### src/rtl/axi_dma_tap_pkg.sv
// Shared types and constants for the AXI DMA transfer tap.
// Capture-state encoding, channel codes, response codes and default LENGTH offsets.
package axi_dma_tap_pkg;

    typedef enum logic [1:0] {
        ST_IDLE    = 2'd0,
        ST_HAVE_AW = 2'd1,
        ST_HAVE_W  = 2'd2,
        ST_WAIT_B  = 2'd3
    } cap_state_t;

    localparam logic CH_MM2S = 1'b0;
    localparam logic CH_S2MM = 1'b1;

    localparam logic [1:0] RESP_OKAY = 2'b00;

    localparam int unsigned DEF_MM2S_LEN_ADDR = 32'h28;
    localparam int unsigned DEF_S2MM_LEN_ADDR = 32'h58;

endpackage

### src/rtl/axi_dma_tap_fifo.sv
// Synchronous FIFO for pending transfer-start events.
// A push while full is accepted only when a pop happens on the same edge.
module axi_dma_tap_fifo #(
    parameter int WIDTH = 27,
    parameter int DEPTH = 4
) (
    input  logic             clk,
    input  logic             rst_n,
    input  logic             push,
    input  logic [WIDTH-1:0] push_data,
    input  logic             pop,
    output logic [WIDTH-1:0] pop_data,
    output logic             empty,
    output logic             full
);

    localparam int PW = $clog2(DEPTH);

    logic [WIDTH-1:0] mem [DEPTH];
    logic [PW-1:0]    wr_ptr;
    logic [PW-1:0]    rd_ptr;
    logic [PW:0]      count;
    logic             do_push;
    logic             do_pop;

    assign empty    = (count == '0);
    assign full     = (count == (PW+1)'(DEPTH));
    assign do_pop   = pop && !empty;
    assign do_push  = push && (!full || do_pop);
    assign pop_data = mem[rd_ptr];

    always_ff @(posedge clk or negedge rst_n) begin
        if (!rst_n) begin
            wr_ptr <= '0;
            rd_ptr <= '0;
            count  <= '0;
            for (int i = 0; i < DEPTH; i++) begin
                mem[i] <= '0;
            end
        end else begin
            if (do_push) begin
                mem[wr_ptr] <= push_data;
                wr_ptr      <= wr_ptr + PW'(1);
            end
            if (do_pop) begin
                rd_ptr <= rd_ptr + PW'(1);
            end
            case ({do_push, do_pop})
                2'b10:   count <= count + (PW+1)'(1);
                2'b01:   count <= count - (PW+1)'(1);
                default: count <= count;
            endcase
        end
    end

endmodule

### src/rtl/axi_dma_transfer_tap.sv
// Passive AXI-Lite tap that queues writes to the DMA MM2S/S2MM LENGTH registers as events.
// Define AXI_DMA_TAP_BRESP_CHECK_EN to gate events on an OKAY write response.
import axi_dma_tap_pkg::*;

module axi_dma_transfer_tap #(
    parameter int          ADDR_W        = 10,
    parameter int          DATA_W        = 32,
    parameter int          LEN_W         = 26,
    parameter int unsigned MM2S_LEN_ADDR = DEF_MM2S_LEN_ADDR,
    parameter int unsigned S2MM_LEN_ADDR = DEF_S2MM_LEN_ADDR,
    parameter int          FIFO_DEPTH    = 4
) (
    input  logic              clk,
    input  logic              rst_n,
    input  logic [ADDR_W-1:0] tap_awaddr,
    input  logic              tap_awvalid,
    input  logic              tap_awready,
    input  logic [DATA_W-1:0] tap_wdata,
    input  logic              tap_wvalid,
    input  logic              tap_wready,
    input  logic [1:0]        tap_bresp,
    input  logic              tap_bvalid,
    input  logic              tap_bready,
    output logic              evt_valid,
    input  logic              evt_ready,
    output logic              evt_ch,
    output logic [LEN_W-1:0]  evt_length,
    output logic              overflow,
    output logic [7:0]        drop_cnt,
    input  logic              clr_overflow
);

`ifdef AXI_DMA_TAP_BRESP_CHECK_EN
    localparam cap_state_t PAIR_NEXT = ST_WAIT_B;
`else
    localparam cap_state_t PAIR_NEXT = ST_IDLE;
`endif

    cap_state_t        state;
    logic [ADDR_W-1:0] addr_q;
    logic [LEN_W-1:0]  len_q;

    logic              aw_hs;
    logic              w_hs;
    logic              pair_done;
    logic              eval_en;
    logic [ADDR_W-1:0] addr_eff;
    logic [LEN_W-1:0]  len_eff;
    logic              hit_mm2s;
    logic              hit_s2mm;
    logic              push_req;
    logic              push_ch;

    logic              fifo_empty;
    logic              fifo_full;
    logic [LEN_W:0]    fifo_head;
    logic              drop;

    assign aw_hs = tap_awvalid && tap_awready;
    assign w_hs  = tap_wvalid && tap_wready;

    // A channel handshaking this cycle supplies its live value; otherwise use the latch.
    always_comb begin
        addr_eff  = aw_hs ? tap_awaddr : addr_q;
        len_eff   = w_hs ? tap_wdata[LEN_W-1:0] : len_q;
        pair_done = 1'b0;
        case (state)
            ST_IDLE:    pair_done = aw_hs && w_hs;
            ST_HAVE_AW: pair_done = w_hs;
            ST_HAVE_W:  pair_done = aw_hs;
            default:    pair_done = 1'b0;
        endcase
    end

`ifdef AXI_DMA_TAP_BRESP_CHECK_EN
    logic b_hs;
    assign b_hs    = tap_bvalid && tap_bready;
    assign eval_en = (state == ST_WAIT_B) && b_hs && (tap_bresp == RESP_OKAY);
`else
    logic unused_b;
    assign unused_b = ^{tap_bresp, tap_bvalid, tap_bready, pair_done};
    assign eval_en  = pair_done;
`endif

    logic unused_wdata;
    assign unused_wdata = ^tap_wdata;

    always_comb begin
        hit_mm2s = (addr_eff == ADDR_W'(MM2S_LEN_ADDR)) && (len_eff != '0);
        hit_s2mm = (addr_eff == ADDR_W'(S2MM_LEN_ADDR)) && (len_eff != '0);
        push_req = eval_en && (hit_mm2s || hit_s2mm);
        push_ch  = hit_s2mm ? CH_S2MM : CH_MM2S;
    end

    always_ff @(posedge clk or negedge rst_n) begin
        if (!rst_n) begin
            state  <= ST_IDLE;
            addr_q <= '0;
            len_q  <= '0;
        end else begin
            if (aw_hs) addr_q <= tap_awaddr;
            if (w_hs)  len_q  <= tap_wdata[LEN_W-1:0];
            case (state)
                ST_IDLE: begin
                    if (aw_hs && w_hs) state <= PAIR_NEXT;
                    else if (aw_hs)    state <= ST_HAVE_AW;
                    else if (w_hs)     state <= ST_HAVE_W;
                end
                ST_HAVE_AW: if (w_hs)  state <= PAIR_NEXT;
                ST_HAVE_W:  if (aw_hs) state <= PAIR_NEXT;
`ifdef AXI_DMA_TAP_BRESP_CHECK_EN
                ST_WAIT_B:  if (b_hs)  state <= ST_IDLE;
`else
                ST_WAIT_B:             state <= ST_IDLE;
`endif
                default:               state <= ST_IDLE;
            endcase
        end
    end

    axi_dma_tap_fifo #(
        .WIDTH (1 + LEN_W),
        .DEPTH (FIFO_DEPTH)
    ) u_fifo (
        .clk       (clk),
        .rst_n     (rst_n),
        .push      (push_req),
        .push_data ({push_ch, len_eff}),
        .pop       (evt_ready),
        .pop_data  (fifo_head),
        .empty     (fifo_empty),
        .full      (fifo_full)
    );

    assign evt_valid  = !fifo_empty;
    assign evt_ch     = fifo_head[LEN_W];
    assign evt_length = fifo_head[LEN_W-1:0];

    // Full implies non-empty, so evt_ready alone means the head pops this edge.
    assign drop = push_req && fifo_full && !evt_ready;

    always_ff @(posedge clk or negedge rst_n) begin
        if (!rst_n) begin
            overflow <= 1'b0;
            drop_cnt <= 8'd0;
        end else if (clr_overflow) begin
            overflow <= 1'b0;
            drop_cnt <= 8'd0;
        end else if (drop) begin
            overflow <= 1'b1;
            if (drop_cnt != 8'hFF) drop_cnt <= drop_cnt + 8'd1;
        end
    end

endmodule

### config.mk
export PLATFORM = sky130hd
export DESIGN_NAME = axi_dma_transfer_tap
export DESIGN_NICKNAME = d
export VERILOG_FILES = /design/src/rtl/axi_dma_tap_pkg.sv /design/src/rtl/axi_dma_tap_fifo.sv /design/src/rtl/axi_dma_transfer_tap.sv
export SDC_FILE = /design/constraint.sdc
export NUM_CORES = 1
export LEC_CHECK = 0
export BUFFER_PORTS_ARGS = -buffer_cell sky130_fd_sc_hd__buf_2
export CAP_MARGIN = 20
export CORE_MARGIN = 2
export CORE_UTILIZATION = 50
export CTS_CLUSTER_DIAMETER = 100
export DETAILED_ROUTE_END_ITERATION = 16
export PLACE_DENSITY = 0.8
export SYNTH_ARGS = -nofsm -noshare
export SYNTH_HDL_FRONTEND = slang
export SYNTH_SLANG_ARGS = --single-unit
### constraint.sdc
create_clock -name clk -period 3.7 [get_ports clk]
set_input_delay 1.11 -clock clk [delete_from_list [all_inputs] [get_ports clk]]
set_output_delay 1.11 -clock clk [all_outputs]
set_load 0.005 [all_outputs]
Word-level counts from Yosys, hierarchy flattened
Index checks and enable logic that the tools add are counted.
{ "op_classes": {"add_sub_neg": 5, "n_lt_le_gt_ge": 3, "eq_ne": 12, "muxes": 22, "bitwise": 2, "reduce_logical": 24} }
{ "ops": {"columns": ["op", "n"], "rows": [
  ["$bwmux 108", 1],
  ["$mux 27", 3],
  ["$bmux 27 s2", 1],
  ["$demux 27 s2", 1],
  ["$mux 26", 1],
  ["$reduce_bool 26->1", 1],
  ["$mux 8", 3],
  ["$logic_and 1x1->1", 11],
  ["$eq 10x6->1 const B", 1],
  ["$eq 10x7->1 const B", 1],
  ["$mux 10", 1],
  ["$mux 2", 5],
  ["$add 8x1->8 const B", 1],
  ["$ne 8x8->1 const B", 1],
  ["$pmux 2 s4", 1],
  ["$eq 2x2->1 const B", 3],
  ["$ge 3x3->1 const B", 2],
  ["$not 2->3", 2],
  ["$pmux 3 s2", 1],
  ["$reduce_bool 2->1", 3],
  ["$add 2x1->2 const B", 2],
  ["$eq 2x1->1 const B", 2],
  ["$ne 2x2->1 const B", 2],
  ["$ne 4x4->1 const B", 1],
  ["12 further kinds", 17]
]} }
{ "totals": {"regBits": 162, "in_bits": 54, "output_inout_bits": 37, "elab_cells": 80} }

Logic depth before layout (Yosys ltp)
Gate-level depths: netlist of the first run.
{ "logic_depth": {"word_depth": 10, "depth_mapped": 12, "mapped_depth_nobuf": 11} }

Modules after synthesis
Synthesis of the first run repeated with hierarchy kept, for this count alone.
{ "unflattened": {"hier_cells": 478, "hier_area_um2": 7302.0} }
{ "by_module_without_submodules": {"columns": ["mod", "n_inst", "cells_per_inst", "area_each_um2", "seq_area_each_um2"], "rows": [
  ["axi_dma_tap_fifo", 1, 298, 5092.4, 2877.8],
  ["axi_dma_transfer_tap", 1, 180, 2209.6, 1176.1]
]} }

Worst setup path before layout of the first run
No wires, ideal clock.
{ "synth_timing": {"path_kind": "in2reg", "start": "input port tap_wdata[2]", "end": "register u_fifo.count[2]", "setup_ps": 79, "arrival_ps": 3654, "t_required_ps": 3621, "slack_ps": -33, "stages": 12, "path_buffers": 1, "cell_sequence": "or4_1 -> or4_1 -> o22a_1 -> buf_6 -> or2_1 -> nand4_1 -> ha_1 -> inv_1 -> fa_1 -> xor2_1 -> nor2_1 -> xor2_1"} }
{ "synth_between": {"elab_chain_cells": 8, "elab_cells_between_ends": 11, "cone_classes": "eq/ne (2); mux (2); reduce/logical (7)"} }
{ "synth_rtl": {"columns": ["element", "line", "rtl"], "rows": [
  ["from (decl)", "axi_dma_transfer_tap.sv:18", "input logic [DATA_W-1:0] tap_wdata,"],
  ["$mux 26 *", null, null],
  ["$reduce_bool 26->1 *", "axi_dma_transfer_tap.sv:89, axi_dma_transfer_tap.sv:90", null],
  ["$logic_and 1x1->1 (on tied branches)", "axi_dma_transfer_tap.sv:89, axi_dma_transfer_tap.sv:90", null],
  ["$logic_or 1x1->1 *", "axi_dma_transfer_tap.sv:91", "push_req = eval_en && (hit_mm2s || hit_s2mm);"],
  ["$logic_and 1x1->1 *", "axi_dma_transfer_tap.sv:91", null],
  ["$logic_and 1x1->1 *", "axi_dma_tap_fifo.sv:29", "assign do_push = push && (!full || do_pop);"],
  ["$eq 2x1->1 / $eq 2x2->1 (equally long branches)", "axi_dma_tap_fifo.sv:48", "case ({do_push, do_pop})"],
  ["$pmux 3 s2 / $reduce_bool 2->1 (equally long branches)", null, null],
  ["to (signal assigned)", "axi_dma_tap_fifo.sv:49", "2'b10: count <= count + (PW+1)'(1);"],
  ["to (signal assigned)", "axi_dma_tap_fifo.sv:50", "2'b01: count <= count - (PW+1)'(1);"],
  ["to (signal assigned)", "axi_dma_tap_fifo.sv:51", "default: count <= count;"],
  ["to (decl)", "axi_dma_tap_fifo.sv:22", "logic [PW:0] count;"]
]} }
Every way passes the cells marked *; elsewhere a longest branch is shown, timed or not.
A chain may end at the register's enable or synchronous reset.

Worst setup path after layout of the first run
Ends and elaborated chain as after synthesis.

==> results of run 1 <==
==> cells in the mapped netlist (all sizes together) (2+ instances only) <==
| cell type | instances | share of area |
|---|---|---|
| mux2i | 28 | 0.039 |
| nand4 | 5 | 0.0043 |
| nand3 | 6 | 0.0042 |
| or4 | 5 | 0.0057 |
| nor2 | 7 | 0.0036 |
| nor3 | 3 | 0.0021 |
| o2111ai | 5 | 0.018 |
| xor2 | 4 | 0.0048 |
| or4b | 2 | 0.0028 |
| inv | 33 | 0.017 |
| nand2 | 115 | 0.062 |
| nand3b | 2 | 0.0021 |
| o21ai | 116 | 0.080 |
| nor2b | 2 | 0.0017 |
| or3 | 7 | 0.0061 |
| buf | 23 | 0.027 |
| clkbuf | 12 | 0.0073 |
| or3b | 2 | 0.0024 |
| ha | 6 | 0.010 |
| and2 | 5 | 0.0043 |
| mux4 | 27 | 0.084 |
| a21oi | 9 | 0.0062 |
| dfrtp | 162 | 0.56 |
| mux2 | 11 | 0.017 |
| a211oi | 2 | 0.0021 |
| nor4 | 7 | 0.0061 |
| xnor2 | 3 | 0.0036 |
==> cells in the final DEF, fill, tap and decap left out, types with 5 or more instances in the layout <==
cell type,Yosys,routed
dfrtp_1,162,161
nand2_1,114,114
o21ai_0,107,107
buf_2,2,79
inv_1,33,33
mux2i_1,28,28
mux4_2,27,27
clkbuf_16,0,17
buf_4,6,12
mux2_2,11,11
o21ai_1,9,9
a21oi_1,9,9
or3_1,7,7
nor4_1,7,7
nor2_1,7,7
buf_12,0,7
nand3_1,6,6
and2_1,5,5
nand4_1,5,5
o2111ai_4,5,5
ha_1,6,5
==> final cells by class <==
cell class                 count  area [sq um]
timing repair buffer          99         636.9
inverter                      33         123.9
sequential                   162          4055
fill                        1111          5560
clock buffer                  19         452.9
tap                          180         225.2
clock inverter                13         126.4
multi-input combinational    390          2808
==> worst max path at each step <==
stage                            start               to  slack, ps  cells after the start
final                     tap_wdata[2]  u_fifo.count[2]        290                     12
after detailed placement  tap_wdata[2]  u_fifo.count[2]       -180                     12
after floorplan           tap_wdata[2]  u_fifo.count[2]         -7                     12
after global placement    tap_wdata[2]  u_fifo.count[2]       -120                     12
after global routing      tap_wdata[2]  u_fifo.count[2]        160                     12
after CTS                 tap_wdata[2]  u_fifo.count[2]        300                     12
==> state kept, by name, indices dropped and copies added, names as in the netlist <==
name and cells:
drop_cnt 8, u_fifo.mem 108, overflow 1, addr_q 10, u_fifo.rd_ptr 2, state 2, u_fifo.count 3, len_q 26
u_fifo.wr_ptr 2
==> report_power, final <==
part / switching [mW] / internal (mW) / leakage [nW]
combinational: 0.313 / 0.297 / 1.54
sequential: 0.147 / 1.87 / 2.17
clock: 0.735 / 0.973 / 0.277
==> stage by stage <==
stage	util	area [sq um]	cells	hold slack [ps]
final	0.6025	8428	896	474.4
after global routing	0.6025	8428	896	508.1
after CTS	0.6025	8428	896	479.9
after detailed placement	0.5611	7849	864	465.4
after global placement	0.5611	7849	864	456.3
after floorplan	-	7232	620	443.5
==> logic make-up after synthesis <==
family / Yosys count / synth area share
and+or+nand+nor: 172 / 0.1124
DFF: 162 / 0.5611
AOI/OAI and AO/OA: 138 / 0.1134
buffers and inverters: 68 / 0.05126
muxes: 66 / 0.1401
xor gates and xnor gates: 7 / 0.008486
adders and majority gates: 7 / 0.01316
==> worst max-delay path: stages <==
cell and delay, ps:
buf_2 100, or4_1 510, or4_1 450, o22a_1 270, or2_4 260, nand4_1 80
ha_2 190, inv_1 50, fa_2 330, xor2_1 140, nor2_1 140, xor2_1 140
==> metal layers <==
metal	up-vias	global-route usage
met4	0	0.08328
met2	169	0.3893
met5	-	0
li1	2339	-
met1	2580	0.2637
met3	35	0.05938
==> flow_summary.ini, run 1 <==
[clock_tree]
root_buffer = clkbuf_16
worst_skew_pair.late_latency_ps = 430
cts.sinks = 162
htreeDepth = 4
cts_tree = built
cts.path.max_buffers = 2
cts_setup_buffers = 0
ctsResizeCount = 0
cts_hold_buf = 0
cts_buffers = 17
clk_pin_slew_worst_paths_ps = 70

[logic_synthesis]
synth_edf_count = 0
synthFlopType = dfrtp_1
synthesis.nets = 681
postSynthCellCount = 620
synth-async-reset-ratio = 1.000
synth_seq_cells = 162
syn_area_sq_mm = 0.007224
yosysUniqueCellTypes = 45
seq_area_frac_synth = 0.5611
avgSynthCellArea_sq_um = 11.65
yosys_warnings = 0

[global_route]
grt_first_pass_wirelength_um = 27330
grt_util_all_layers = 0.2226
grt_max_degree = 66
antenna_found_initial = 0
grt_pass1_vias = 5530
overflow = 0

[setup_path]
rr_worst_depth = 11
worstReg2RegEnd = u_fifo.count[2]
end_kind = register
critPathLaunchType = input port
rr_startpoint = len_q[6]
critPathMaxFanout = 2
crit_arrival_ps = 3770
path_class = input port to register
r2r_setup_slack_ps = 880
critPathRequiredTime_ps = 4060

[run]
max_cap_violations = 0

[route]
drc = 0
dr_wl_met2_um = 8419
via_count = 5123
wl_met3_um = 949
highest_layer = met4
wl_met1_um = 6430
drt-wirelength-per-cell_um = 18.07
avgViaCountPerCell = 5.718
drt-initial-drc-count = 428
ant_nets = 0
routed_wl_um = 16190
first_pass_iters = 5

[min_path]
hold_path.class = register to register
holdPathEnd = u_fifo.mem[14]
min_from = u_fifo.mem[14]
whs_path_depth = 2

[floorplan]
initial_utilization = 0.5165
die-height_um = 124.2
ioPinCount = 91
rows = 43
core-area_sq_mm = 0.01399
die_area_sq_mm = 0.01543
dieWidth_um = 124.2

[power_and_ir_drop]
peakVddDrop_v = 0.0003690
power_density_mw_per_mm2 = 514.8
finalPower_mw = 4.339
p_leak_nw = 3.987

[sta]
final.setup.worst_slack_ps = 290.1
fin_crit_ps = 3410
hold_viol = 0
skew_ps = 9.497
fin_tns_setup_ps = 0
fmax_mhz = 293.3
period_share = 0.9216
drv_slew = 0
rsz0062_at_grt = no
worst_pin_slew_ps = 775.7
slew_headroom = 0.4829
setup_viol = 0

[place]
place_congestion = 0.7546
pre_cts_ws_ps = -175.0
dp_hpwl_um = 10380
portBuffers = 80

[outcome]
status = complete, no violations

[finish]
num_antenna_cells = 0
post_route_cells_drive_above_1_share = 0.2542
nNetsFinal = 764
area_delta_synth_final_pct = 16.66
(Power assumes the default switching activity.)
==> run 2: changes to the inputs <==
- CELL_PAD_IN_SITES_DETAIL_PLACEMENT: not set -> 1
- CELL_PAD_IN_SITES_GLOBAL_PLACEMENT: not set -> 1
- CORE_UTILIZATION: 50 -> 46
- PLACE_DENSITY: 0.8 -> 0.89
==> flow_summary.ini, run 2 (synthesized netlist as in run 1, its figures left out) <==
[finish]
final_util = 0.5535
nNetsFinal = 766
final_cells = 930
fin_area_sq_mm = 0.008446
post_route_cells_drive_above_1_share = 0.2563
final_common_cell = dfrtp_1
mostFrequentLayoutCells = 161 x dfrtp_1, 114 x nand2_1, 107 x o21ai_0
largestRegisters = u_fifo.mem x108, len_q x26, addr_q x10
top_register = u_fifo.mem
area_delta_synth_final_pct = 16.90
largest_reg_flops = 108

[clock_tree]
cts.sinks = 162
cts_buffers = 17
worst_skew_pair.late_latency_ps = 430
cts_setup_buffers = 0
clk_pin_slew_worst_paths_ps = 70
cts_hold_buf = 0
htreeDepth = 4
cts_tree = built
ctsResizeCount = 0
cts.path.max_buffers = 2
root_buffer = clkbuf_16

[global_route]
grt_util_all_layers = 0.2491
antenna_found_initial = 1
grt_max_degree = 67
overflow = 0
grt_pass1_vias = 5959
grt.busiest_layer = met2
grt_first_pass_wirelength_um = 31420
grtUsageMet3 = 0.05615
gr-usage-met2 = 0.4390
use_met1 = 0.2869

[place]
pre_cts_ws_ps = -235.7
placed_cells = 897
portBuffers = 80
place_congestion = 0.8013
dp_hpwl_um = 12410
dpl_cell_area_sq_mm = 0.007903

[sta]
final.setup.worst_slack_ps = 197.7
fmax_mhz = 285.5
worst_pin_slew_ps = 697.9
skew_ps = 9.928
hold_viol = 0
fin_tns_setup_ps = 0
period_share = 0.9466
setup_viol = 0
drv_slew = 0
rsz0062_at_grt = no
fin_crit_ps = 3502
slew_headroom = 0.5347

[min_path]
hold_path.class = register to register

[floorplan]
initial_utilization = 0.4735
dieWidth_um = 129.3
ioPinCount = 91
die_area_sq_mm = 0.01672
core-area_sq_mm = 0.01526
die-height_um = 129.3
rows = 45

[setup_path]
critPathMaxFanout = 2
critPathLaunchType = input port
end_kind = register
critPathRequiredTime_ps = 4060
r2r_setup_slack_ps = 890
crit_arrival_ps = 3860
rr_worst_depth = 11
rr_startpoint = len_q[6]
cp-startpoint = tap_wdata[2]
path_class = input port to register
worstReg2RegEnd = u_fifo.count[2]
crit_path_end = u_fifo.count[2]

[route]
routed_wl_um = 19180
via_count = 5293
ant_nets = 0
first_pass_iters = 4
avgViaCountPerCell = 5.691
drt-initial-drc-count = 312
drc = 0
drt-wirelength-per-cell_um = 20.62

[power_and_ir_drop]
peakVddDrop_v = 0.0003606
power_density_mw_per_mm2 = 507.4
p_leak_nw = 3.972

[run]
max_cap_violations = 0

[outcome]
status = complete, no violations
## run 2: cell types whose count changed in the layout (fill, tap and decap cells not counted), sizes merged
| cell | change |
|---|---|
| buf | +2 |
| bufinv | -1 |
| clkinvlp | +2 |
| diode | +1 |
| clkinv | +2 |
| inv | -3 |
## run 2: per-layer routing
layer / vias up / routed length, um
met5: - / 0
met1: 2751 / 7480
li1: 2353 / -
met4: 0 / 668
met3: 51 / 829
met2: 138 / 10200
## run 2: report_power, final
group	switching (mW)	total [mW]	internal, mW
Sequential	0.147	2.02	1.87
Combinational	0.345	0.643	0.298
Clock	0.734	1.62	0.888
Total	1.23	4.29	3.06
## run 2: layout make-up
class,count,area (sq um)
antenna,1,2.502
clock buffer,19,452.9
fill,1632,6813
inverter,33,123.9
sequential,162,4055
tap,211,264.0
multi-input combinational,390,2808
timing repair buffer,101,651.9
clock inverter,13,87.58
## run 2: metrics by stage
stage | total power [mW] | hold WS [ps]
after global placement | 2.641 | 456.5
after CTS | 4.318 | 485.3
final | 4.285 | 484.0
after detailed placement | 2.687 | 468.6
after global routing | 4.451 | 506.1
after floorplan | 2.409 | 443.5
## run 2: how the worst min path moves through the flow
stage	from	to	slack (ps)	depth (start not counted)
finish	u_fifo.mem[62]	u_fifo.mem[62]	480	2
global placement	u_fifo.mem[97]	u_fifo.mem[97]	460	2
CTS	u_fifo.mem[90]	u_fifo.mem[90]	490	2
global route	u_fifo.mem[11]	u_fifo.mem[11]	510	2
floorplan	u_fifo.count[2]	u_fifo.count[2]	440	1
detailed placement	u_fifo.count[2]	u_fifo.count[2]	470	1
## run 2: critical path, stage by stage
cell and delay, ps:
buf_2 100, or4_1 510, or4_1 450, o22a_1 270, or2_4 260, nand4_1 70, ha_2 190, inv_1 50
fa_2 330, xor2_1 160, nor2_1 180, xor2_1 160
==> run 3: changes to the inputs <==
- SETUP_SLACK_MARGIN: not set -> 0.3
==> flow_summary.ini, run 3 (synthesized netlist as in run 1, its figures left out) <==
[outcome]
status = complete, no violations

[power_and_ir_drop]
power_density_mw_per_mm2 = 518.6
peakVddDrop_v = 0.0004694
p_leak_nw = 4.023

[clock_tree]
cts_buffers = 17
worst_skew_pair.late_latency_ps = 430
clk_pin_slew_worst_paths_ps = 60
cts_tree = built
htreeDepth = 4
cts.sinks = 162
root_buffer = clkbuf_16
cts.path.max_buffers = 2

[route]
routed_wl_um = 19130
first_pass_iters = 4
drt-initial-drc-count = 224
via_count = 5247
avgViaCountPerCell = 5.630
drt-wirelength-per-cell_um = 20.53
ant_nets = 0
drc = 0

[sta]
skew_ps = 7.766
setup_viol = 0
period_share = 0.9167
drv_slew = 0
fin_crit_ps = 3392
worst_pin_slew_ps = 811.3
final.setup.worst_slack_ps = 308.4
hold_viol = 0
whs_ps = 487.8
rsz0062_at_grt = yes
fmax_mhz = 294.8
slew_headroom = 0.4591

[finish]
mostFrequentLayoutCells = 161 x dfrtp_1, 114 x nand2_1, 107 x o21ai_0
largestRegisters = u_fifo.mem x108, len_q x26, addr_q x10
post_route_cells_drive_above_1_share = 0.2594
top_register = u_fifo.mem
nFillCells = 1631
final_common_cell = dfrtp_1
nNetsFinal = 769
num_antenna_cells = 0
area_delta_synth_final_pct = 17.63
largest_reg_flops = 108
fin_area_sq_mm = 0.008498

[floorplan]
dieWidth_um = 129.3
rows = 45
die-height_um = 129.3
core-area_sq_mm = 0.01526
ioPinCount = 91
die_area_sq_mm = 0.01672
initial_utilization = 0.4735

[global_route]
grt_pass1_vias = 5984
antenna_found_initial = 0
overflow = 0
grt_max_degree = 88
grt_util_all_layers = 0.2433
grt_first_pass_wirelength_um = 31120

[min_path]
hold_path.class = register to register
whs_path_depth = 1

[setup_path]
rr_worst_depth = 11
end_kind = register
critPathLaunchType = input port
critPathRequiredTime_ps = 4050
critPathMaxFanout = 2
path_class = input port to register
crit_arrival_ps = 3750

[place]
portBuffers = 80
dpl_cell_area_sq_mm = 0.007898
place_congestion = 0.7963
pre_cts_ws_ps = -200.3
dp_hpwl_um = 12480

[run]
max_cap_violations = 0
run 3: cell count changes in the layout (fill, tap and decap cells not counted), moves of 2 or more:
cell and delta:
clkinvlp_4 -6, buf_4 +4, bufinv_16 +2, clkbuf_1 +2
run 3: layout make-up:
type / count / area [sq um] / area share
Clock inverter: 10 / 107.6 / 0.01266
Timing Repair Buffer: 104 / 661.9 / 0.07789
Multi-Input combinational cell: 390 / 2811 / 0.3308
Inverter: 33 / 123.9 / 0.01458
Tap cell: 211 / 264.0 / 0.03107
Sequential cell: 162 / 4055 / 0.4772
Clock buffer: 22 / 474.2 / 0.05580
run 3: final timing paths:
kind,to,startpoint,slack (ps)
min reg2reg,u_fifo.count[2],u_fifo.count[2],490
max reg2reg,u_fifo.count[2],len_q[7],970
min in group asynchronous,len_q[8],rst_n,740
max,u_fifo.count[2],tap_wdata[2],310
max in group asynchronous,u_fifo.mem[20],rst_n,2090
min,u_fifo.count[2],u_fifo.count[2],490
run 3: critical path: stages:
cell and delay (ps):
buf_2 100, or4_1 510, or4_4 430, o22a_1 240, or2_4 270, nand4_1 90
ha_2 200, inv_2 40, fa_2 320, xor2_1 140, nor2_1 120, xor2_1 160
run 3: per-layer routing:
| metal | share of wire | global-route usage |
|---|---|---|
| met5 | 0 | 0 |
| met4 | 0.020 | 0.08824 |
| met3 | 0.043 | 0.04500 |
| met2 | 0.55 | 0.4467 |
| met1 | 0.39 | 0.2843 |
run 3: power breakdown:
part | internal [mW] | switching (mW) | total (mW)
Sequential | 1.87 | 0.118 | 1.99
Clock | 1.04 | 0.698 | 1.74
Combinational | 0.299 | 0.376 | 0.676
run 3: what timing repair did:
action | CTS | global route
resized for setup | 1 | 0
setup endpoints to repair | 1 | 1
pin swaps | 3 | 0
setup buffers | 1 | 1
hold buffers | 0 | 0
run 3: through the flow:
step	std cells	power [mW]	TNS, ps	util
after detailed placement	898	2.684	-279.1	0.5176
final	932	4.407	0	0.5570
after global routing	932	4.561	0	0.5570
after CTS	931	4.432	0	0.5565
after global placement	898	2.630	-120.7	0.5176
after floorplan	620	2.410	-3.296	-
